`src/rtl/game_referee.sv`:
```
`default_nettype none
// ============================================================================
// Module   : game_referee
// Purpose  : Round/match referee for a two-player fighting game. It sequences
//            rounds, detects KO/timeout, and tracks best-of-N wins.
// Revision : 1.0  initial release
// ============================================================================
module game_referee #(
    parameter int ROUND_CYCLES  = 30,
    parameter int KO_LIMIT      = 5,
    parameter int WINS_TO_MATCH = 2
) (
    input  logic       clk,
    input  logic       rst,
    input  logic       start,
    input  logic [2:0] left_health,
    input  logic [2:0] right_health,
    input  logic [2:0] left_location,
    input  logic [2:0] right_location,
    output logic       players_rst_n,
    output logic       action_enable,
    output logic [4:0] round_timer,
    output logic [1:0] round_result,
    output logic [1:0] left_wins,
    output logic [1:0] right_wins,
    output logic       match_over,
    output logic       in_contact
);

    localparam logic [4:0] c_ROUND_LOAD  = 5'(ROUND_CYCLES);
    localparam logic [2:0] c_KO_LIMIT    = 3'(KO_LIMIT);
    localparam logic [1:0] c_WINS_NEEDED = 2'(WINS_TO_MATCH);

    localparam logic [1:0] c_RES_NONE  = 2'b00;
    localparam logic [1:0] c_RES_LEFT  = 2'b01;
    localparam logic [1:0] c_RES_RIGHT = 2'b10;
    localparam logic [1:0] c_RES_DRAW  = 2'b11;

    typedef enum logic [1:0] {
        IDLE   = 2'd0,
        PREP   = 2'd1,
        FIGHT  = 2'd2,
        RESULT = 2'd3
    } state_t;

    state_t     r_state;

    logic       w_left_ko;
    logic       w_right_ko;
    logic [1:0] w_verdict;
    logic [1:0] w_left_wins_next;
    logic [1:0] w_right_wins_next;
    logic       w_match_next;
    logic [3:0] w_distance;

    assign w_distance = {1'b0, left_location} + {1'b0, right_location};
    assign in_contact = (w_distance <= 4'd1);

    // Health above the legal maximum is a wrapped (underflowed) counter.
    assign w_left_ko  = (left_health  == 3'd0) || (left_health  > c_KO_LIMIT);
    assign w_right_ko = (right_health == 3'd0) || (right_health > c_KO_LIMIT);

    always_comb begin
        w_verdict = c_RES_NONE;
        if (w_left_ko && w_right_ko) begin
            w_verdict = c_RES_DRAW;
        end else if (w_left_ko) begin
            w_verdict = c_RES_RIGHT;
        end else if (w_right_ko) begin
            w_verdict = c_RES_LEFT;
        end else if (round_timer == 5'd1) begin
            if (left_health > right_health) begin
                w_verdict = c_RES_LEFT;
            end else if (right_health > left_health) begin
                w_verdict = c_RES_RIGHT;
            end else begin
                w_verdict = c_RES_DRAW;
            end
        end
    end

    // Saturating counters: a third win is held rather than wrapping to zero.
    always_comb begin
        w_left_wins_next  = left_wins;
        w_right_wins_next = right_wins;
        if (w_verdict == c_RES_LEFT && left_wins != 2'd3) begin
            w_left_wins_next = left_wins + 2'd1;
        end
        if (w_verdict == c_RES_RIGHT && right_wins != 2'd3) begin
            w_right_wins_next = right_wins + 2'd1;
        end
        w_match_next = (w_left_wins_next >= c_WINS_NEEDED) ||
                       (w_right_wins_next >= c_WINS_NEEDED);
    end

    always_ff @(posedge clk) begin
        if (rst) begin
            r_state       <= IDLE;
            players_rst_n <= 1'b0;
            action_enable <= 1'b0;
            round_timer   <= c_ROUND_LOAD;
            round_result  <= c_RES_NONE;
            left_wins     <= 2'd0;
            right_wins    <= 2'd0;
            match_over    <= 1'b0;
        end else begin
            case (r_state)
                IDLE: begin
                    players_rst_n <= 1'b1;
                    if (start) begin
                        r_state       <= PREP;
                        players_rst_n <= 1'b0;
                        round_timer   <= c_ROUND_LOAD;
                        round_result  <= c_RES_NONE;
                        if (match_over) begin
                            left_wins  <= 2'd0;
                            right_wins <= 2'd0;
                            match_over <= 1'b0;
                        end
                    end
                end
                PREP: begin
                    // Players' health registers settle during this cycle.
                    players_rst_n <= 1'b1;
                    round_timer   <= c_ROUND_LOAD;
                    action_enable <= 1'b1;
                    r_state       <= FIGHT;
                end
                FIGHT: begin
                    round_timer <= round_timer - 5'd1;
                    if (w_verdict != c_RES_NONE) begin
                        action_enable <= 1'b0;
                        round_result  <= w_verdict;
                        left_wins     <= w_left_wins_next;
                        right_wins    <= w_right_wins_next;
                        match_over    <= w_match_next;
                        r_state       <= RESULT;
                    end
                end
                RESULT: begin
                    if (start) begin
                        r_state       <= PREP;
                        players_rst_n <= 1'b0;
                        round_result  <= c_RES_NONE;
                        if (match_over) begin
                            left_wins  <= 2'd0;
                            right_wins <= 2'd0;
                            match_over <= 1'b0;
                        end
                    end
                end
                default: begin
                    r_state <= IDLE;
                end
            endcase
        end
    end

endmodule
`default_nettype wire

```
`config.mk`:
```
export PLATFORM = sky130hd
export DESIGN_NAME = game_referee
export DESIGN_NICKNAME = d
export VERILOG_FILES = /design/src/rtl/game_referee.sv
export SDC_FILE = /design/constraint.sdc
export NUM_CORES = 1
export LEC_CHECK = 0
export ABC_AREA = 1
export CAP_MARGIN = 20
export CORE_MARGIN = 2
export CORE_UTILIZATION = 48
export CTS_BUF_LIST = sky130_fd_sc_hd__clkbuf_8
export DETAILED_ROUTE_END_ITERATION = 12
export PLACE_DENSITY = 0.86
export REMOVE_ABC_BUFFERS = 1
export SLEW_MARGIN = 20
export SYNTH_ARGS = -nofsm -noshare
export SYNTH_HDL_FRONTEND = slang
export SYNTH_SLANG_ARGS = --single-unit
```
`constraint.sdc`:
```
create_clock -name clk -period 3.7 [get_ports clk]
set_clock_uncertainty 0.2 [all_clocks]
set_input_delay 0.74 -clock clk [delete_from_list [all_inputs] [get_ports clk]]
set_output_delay 0.74 -clock clk [all_outputs]
set_load 0.01 [all_outputs]
```
==> metrics.md <==
| Metric | Value |
|---|---|
| Worst hold path class | flip-flop to flip-flop |
| First DRT Iteration DRCs | 6 |
| Total CTS buffers | 3 |
| Worst reg-to-reg setup slack | 1.57 ns |
| Final Hold Fails | 0 |
| Io pins | 30 |
| Root buffer cell | clkbuf_8 |
| Slowest cell delay on critical path | 0.47 ns |
| GR Overflow Total | 0 |
| Area Overhead vs Synth | 33.0% |
| Core Area | 0.00223 sq mm |
| Vias/cell | 5.12 |
| DRC | 0 |
| Sw frac | 0.438 |
| Layout cells sized above 1 | 0.0796 |
| Multi-input gate area | 687 sq um |
| Startpoint Class | input port |
| Finished Core Util | 0.686 |
| Initial antenna violation count | 0 |
| CTS tree | yes |
| Tot Pwr | 0.941 mW |
| Die H | 53.0 microns |
| Initial Util | 0.516 |
| Ys Warns | 0 |
| H-tree levels | 1 |
| Reg-to-Reg Start | r_state[0] |
| Critical Path End Type | primary output |
| Clock power share | 0.166 |
| Clock sink total | 16 |
| Post-Synthesis Cells | 168 |
| Maximum clock rate | 278 MHz |
| HP Start | action_enable |
| Register Area | 320 sq um |
| Leakage | 0.762 nW |
| Max_slew headroom | 0.742 |
| Crit path max-delay cell type | clkdlybuf4s50_1 |
| Seq pwr share | 0.270 |
| Part of the cycle the worst path needs | 0.973 |
| CP required | 2.76 ns |
| Unrepaired setup endpoints after global routing | false |
| Slew @ Worst Pin | 0.383 ns |
| Via count | 1172 |
| Synthesized area per cell | 6.86 sq um |
| Reg2reg end | round_timer[4] |
| Crit path time final | 3.60 ns |
| Fin. max-slew vios | 0 |
| VDD IR max | 0.475 mV |
| N_diodes | 0 |
| Post-synth cell types | 24 |
| Hold path depth | 2 |
| Final setup fails | 0 |
| Largest net degree at the start of global routing | 10 |
| Total wire length | 2510 microns |
| Final hold slack | 0.276 ns |
| Power Density | 614 mW/mm^2 |
| Routed wire per std cell | 11.0 microns |
| Number of global-route vias before repair | 1103 |
| WS Path Type | input port to primary output |
| Die X-Extent | 53.0 microns |
| Register clock-pin slew on the reported worst setup and hold paths | 0.06 ns |
| Crit-path max FO | 2 |
| Fillcell total | 197 |
| Global-route wire length before repair | 4090 microns |
| Rows | 17 |
| Setup TNS | 0 ns |
| Gpl congestion | 0.786 |
| ANT nets after route | 0 |
| DP HPWL | 2100 microns |
| Seq/Total Area, Yosys | 0.278 |
| Sw Pwr | 0.413 mW |
| Mapped cell area | 0.00115 sq mm |
| Layout Nets | 232 |
| Total global-route track usage | 0.196 |
| Max-cap violations | 0 |
| Yosys reg bits | 16 |
| Hold worst-path end | action_enable |
| Max Buffers Root-to-Sink | 2 |
| Worst-path cell chain | clkdlybuf4s50_1 -> ha_1 -> inv_1 -> fa_1 -> a211o_1 -> a2111oi_1 -> dlygate4sd1_1 |
| Arrival time worst endpoint | 2.66 ns |
| Reg2reg path depth | 7 |
| DR pass1 iterations | 4 |
| Comb power frac | 0.564 |
| Int Pwr | 0.529 mW |
| Die area | 0.00281 sq mm |
| Worst skew pair latency | 0.25 ns |
| Status | complete, no violations |
| IO Port Bufs | 29 |
==> what timing repair did <==
| item | in CTS | in global routing |
|---|---|---|
| hold buffers | 0 | 0 |
| buffers inserted | 0 | 0 |
| setup endpoints to repair | 1 | 1 |
| gates resized for setup | 1 | 3 |
==> cells by family after synthesis <==
logic type / count (synthesis) / synth area share
compound gates: 23 / 0.119
xor+xnor: 1 / 0.00760
fa+ha+maj: 15 / 0.169
buf+inv: 38 / 0.127
flops: 16 / 0.278
simple gates: 75 / 0.299
==> worst max path at each step <==
stage | startpoint | end | slack, ns | depth (start not counted)
final | right_location[0] | in_contact | 0.10 | 7
after global placement | left_location[0] | in_contact | -0.20 | 7
after global routing | right_location[0] | in_contact | 0.002 | 7
after floorplan | left_location[0] | in_contact | 0.58 | 5
after detailed placement | right_location[0] | in_contact | -0.28 | 7
after CTS | right_location[0] | in_contact | 0.04 | 7
==> metrics by stage <==
stage / setup slack, ns / cells / instance area [sq um]
2_1_floorplan: 0.580 / 167 / 1140
3_3_place_gp: -0.202 / 225 / 1480
3_5_place_dp: -0.278 / 225 / 1480
5_1_grt: 0.00197 / 229 / 1530
4_1_cts: 0.0353 / 229 / 1530
6_report: 0.102 / 229 / 1530
==> cells in the final DEF, fill, tap and decap left out, types with 2 or more instances in the layout <==
cell,instances
dfxtp_1,16
nor2_2,2
nand2_1,37
a21oi_1,10
nand4_1,2
o21ai_0,6
ha_1,14
inv_1,36
nand3_1,16
clkbuf_8,4
clkdlybuf4s50_1,28
o21ai_2,2
nand2_2,2
nor2_1,13
==> state kept, by name, summed over array words and instances, names as in the netlist <==
register and cells:
players_rst_n 1, round_timer 5, match_over 1, left_wins 2
r_state 2, right_wins 2, action_enable 1, round_result 2
==> power by group through the flow <==
stage          Sequential, mW  Combinational [mW]  Clock, mW
3_5_place_dp            0.258               0.531          0
3_3_place_gp            0.254               0.514          0
2_1_floorplan           0.268               0.356          0
5_1_grt                 0.259               0.604      0.165
4_1_cts                 0.254               0.534      0.159
6_report                0.254               0.531      0.156
==> cell usage after synthesis <==
| cell | number | area [sq um] |
|---|---|---|
| nand3_2 | 1 | 10.0 |
| a31oi_1 | 1 | 6.26 |
| fa_1 | 1 | 20.0 |
| a211o_1 | 1 | 8.76 |
| a2111oi_0 | 1 | 8.76 |
| dfxtp_1 | 16 | 320 |
| nor2_1 | 13 | 48.8 |
| buf_4 | 1 | 7.51 |
| inv_1 | 36 | 135 |
| nand2_4 | 1 | 11.3 |
| a21oi_2 | 1 | 8.76 |
| nand3_4 | 1 | 17.5 |
| a21oi_1 | 10 | 50.1 |
| xor2_1 | 1 | 8.76 |
| ha_1 | 14 | 175 |
| nand4_1 | 2 | 12.5 |
| nand3_1 | 16 | 80.1 |
| nor2_2 | 2 | 12.5 |
| nand2_2 | 2 | 12.5 |
| inv_2 | 1 | 3.75 |
| o21ai_2 | 2 | 17.5 |
| nand2_1 | 37 | 139 |
| o211ai_1 | 1 | 7.51 |
| o21ai_0 | 6 | 30.0 |
==> layer usage <==
metal | vias up | routed length (microns) | track usage
li1 | 595 | - | -
met1 | 543 | 1070 | 0.202
met2 | 29 | 1260 | 0.381
met3 | 5 | 138 | 0.0282
met4 | 0 | 44 | 0.0897
met5 | - | 0 | 0
==> critical path: cells and delay by family <==
family	cells	cell delay [ns]
AOI/OAI and AO/OA	2	0.54
adders and majority gates	2	0.55
buffers and inverters	3	0.83
==> final cells by class <==
type / count / share of cell area
Sequential cell: 16 / 0.209
Timing Repair Buffer: 30 / 0.193
Clock buffer: 4 / 0.0359
Tap cell: 28 / 0.0229
Inverter: 37 / 0.0906
Multi-Input combinational cell: 114 / 0.448
Note: power is estimated with default switching activity, not from simulation.
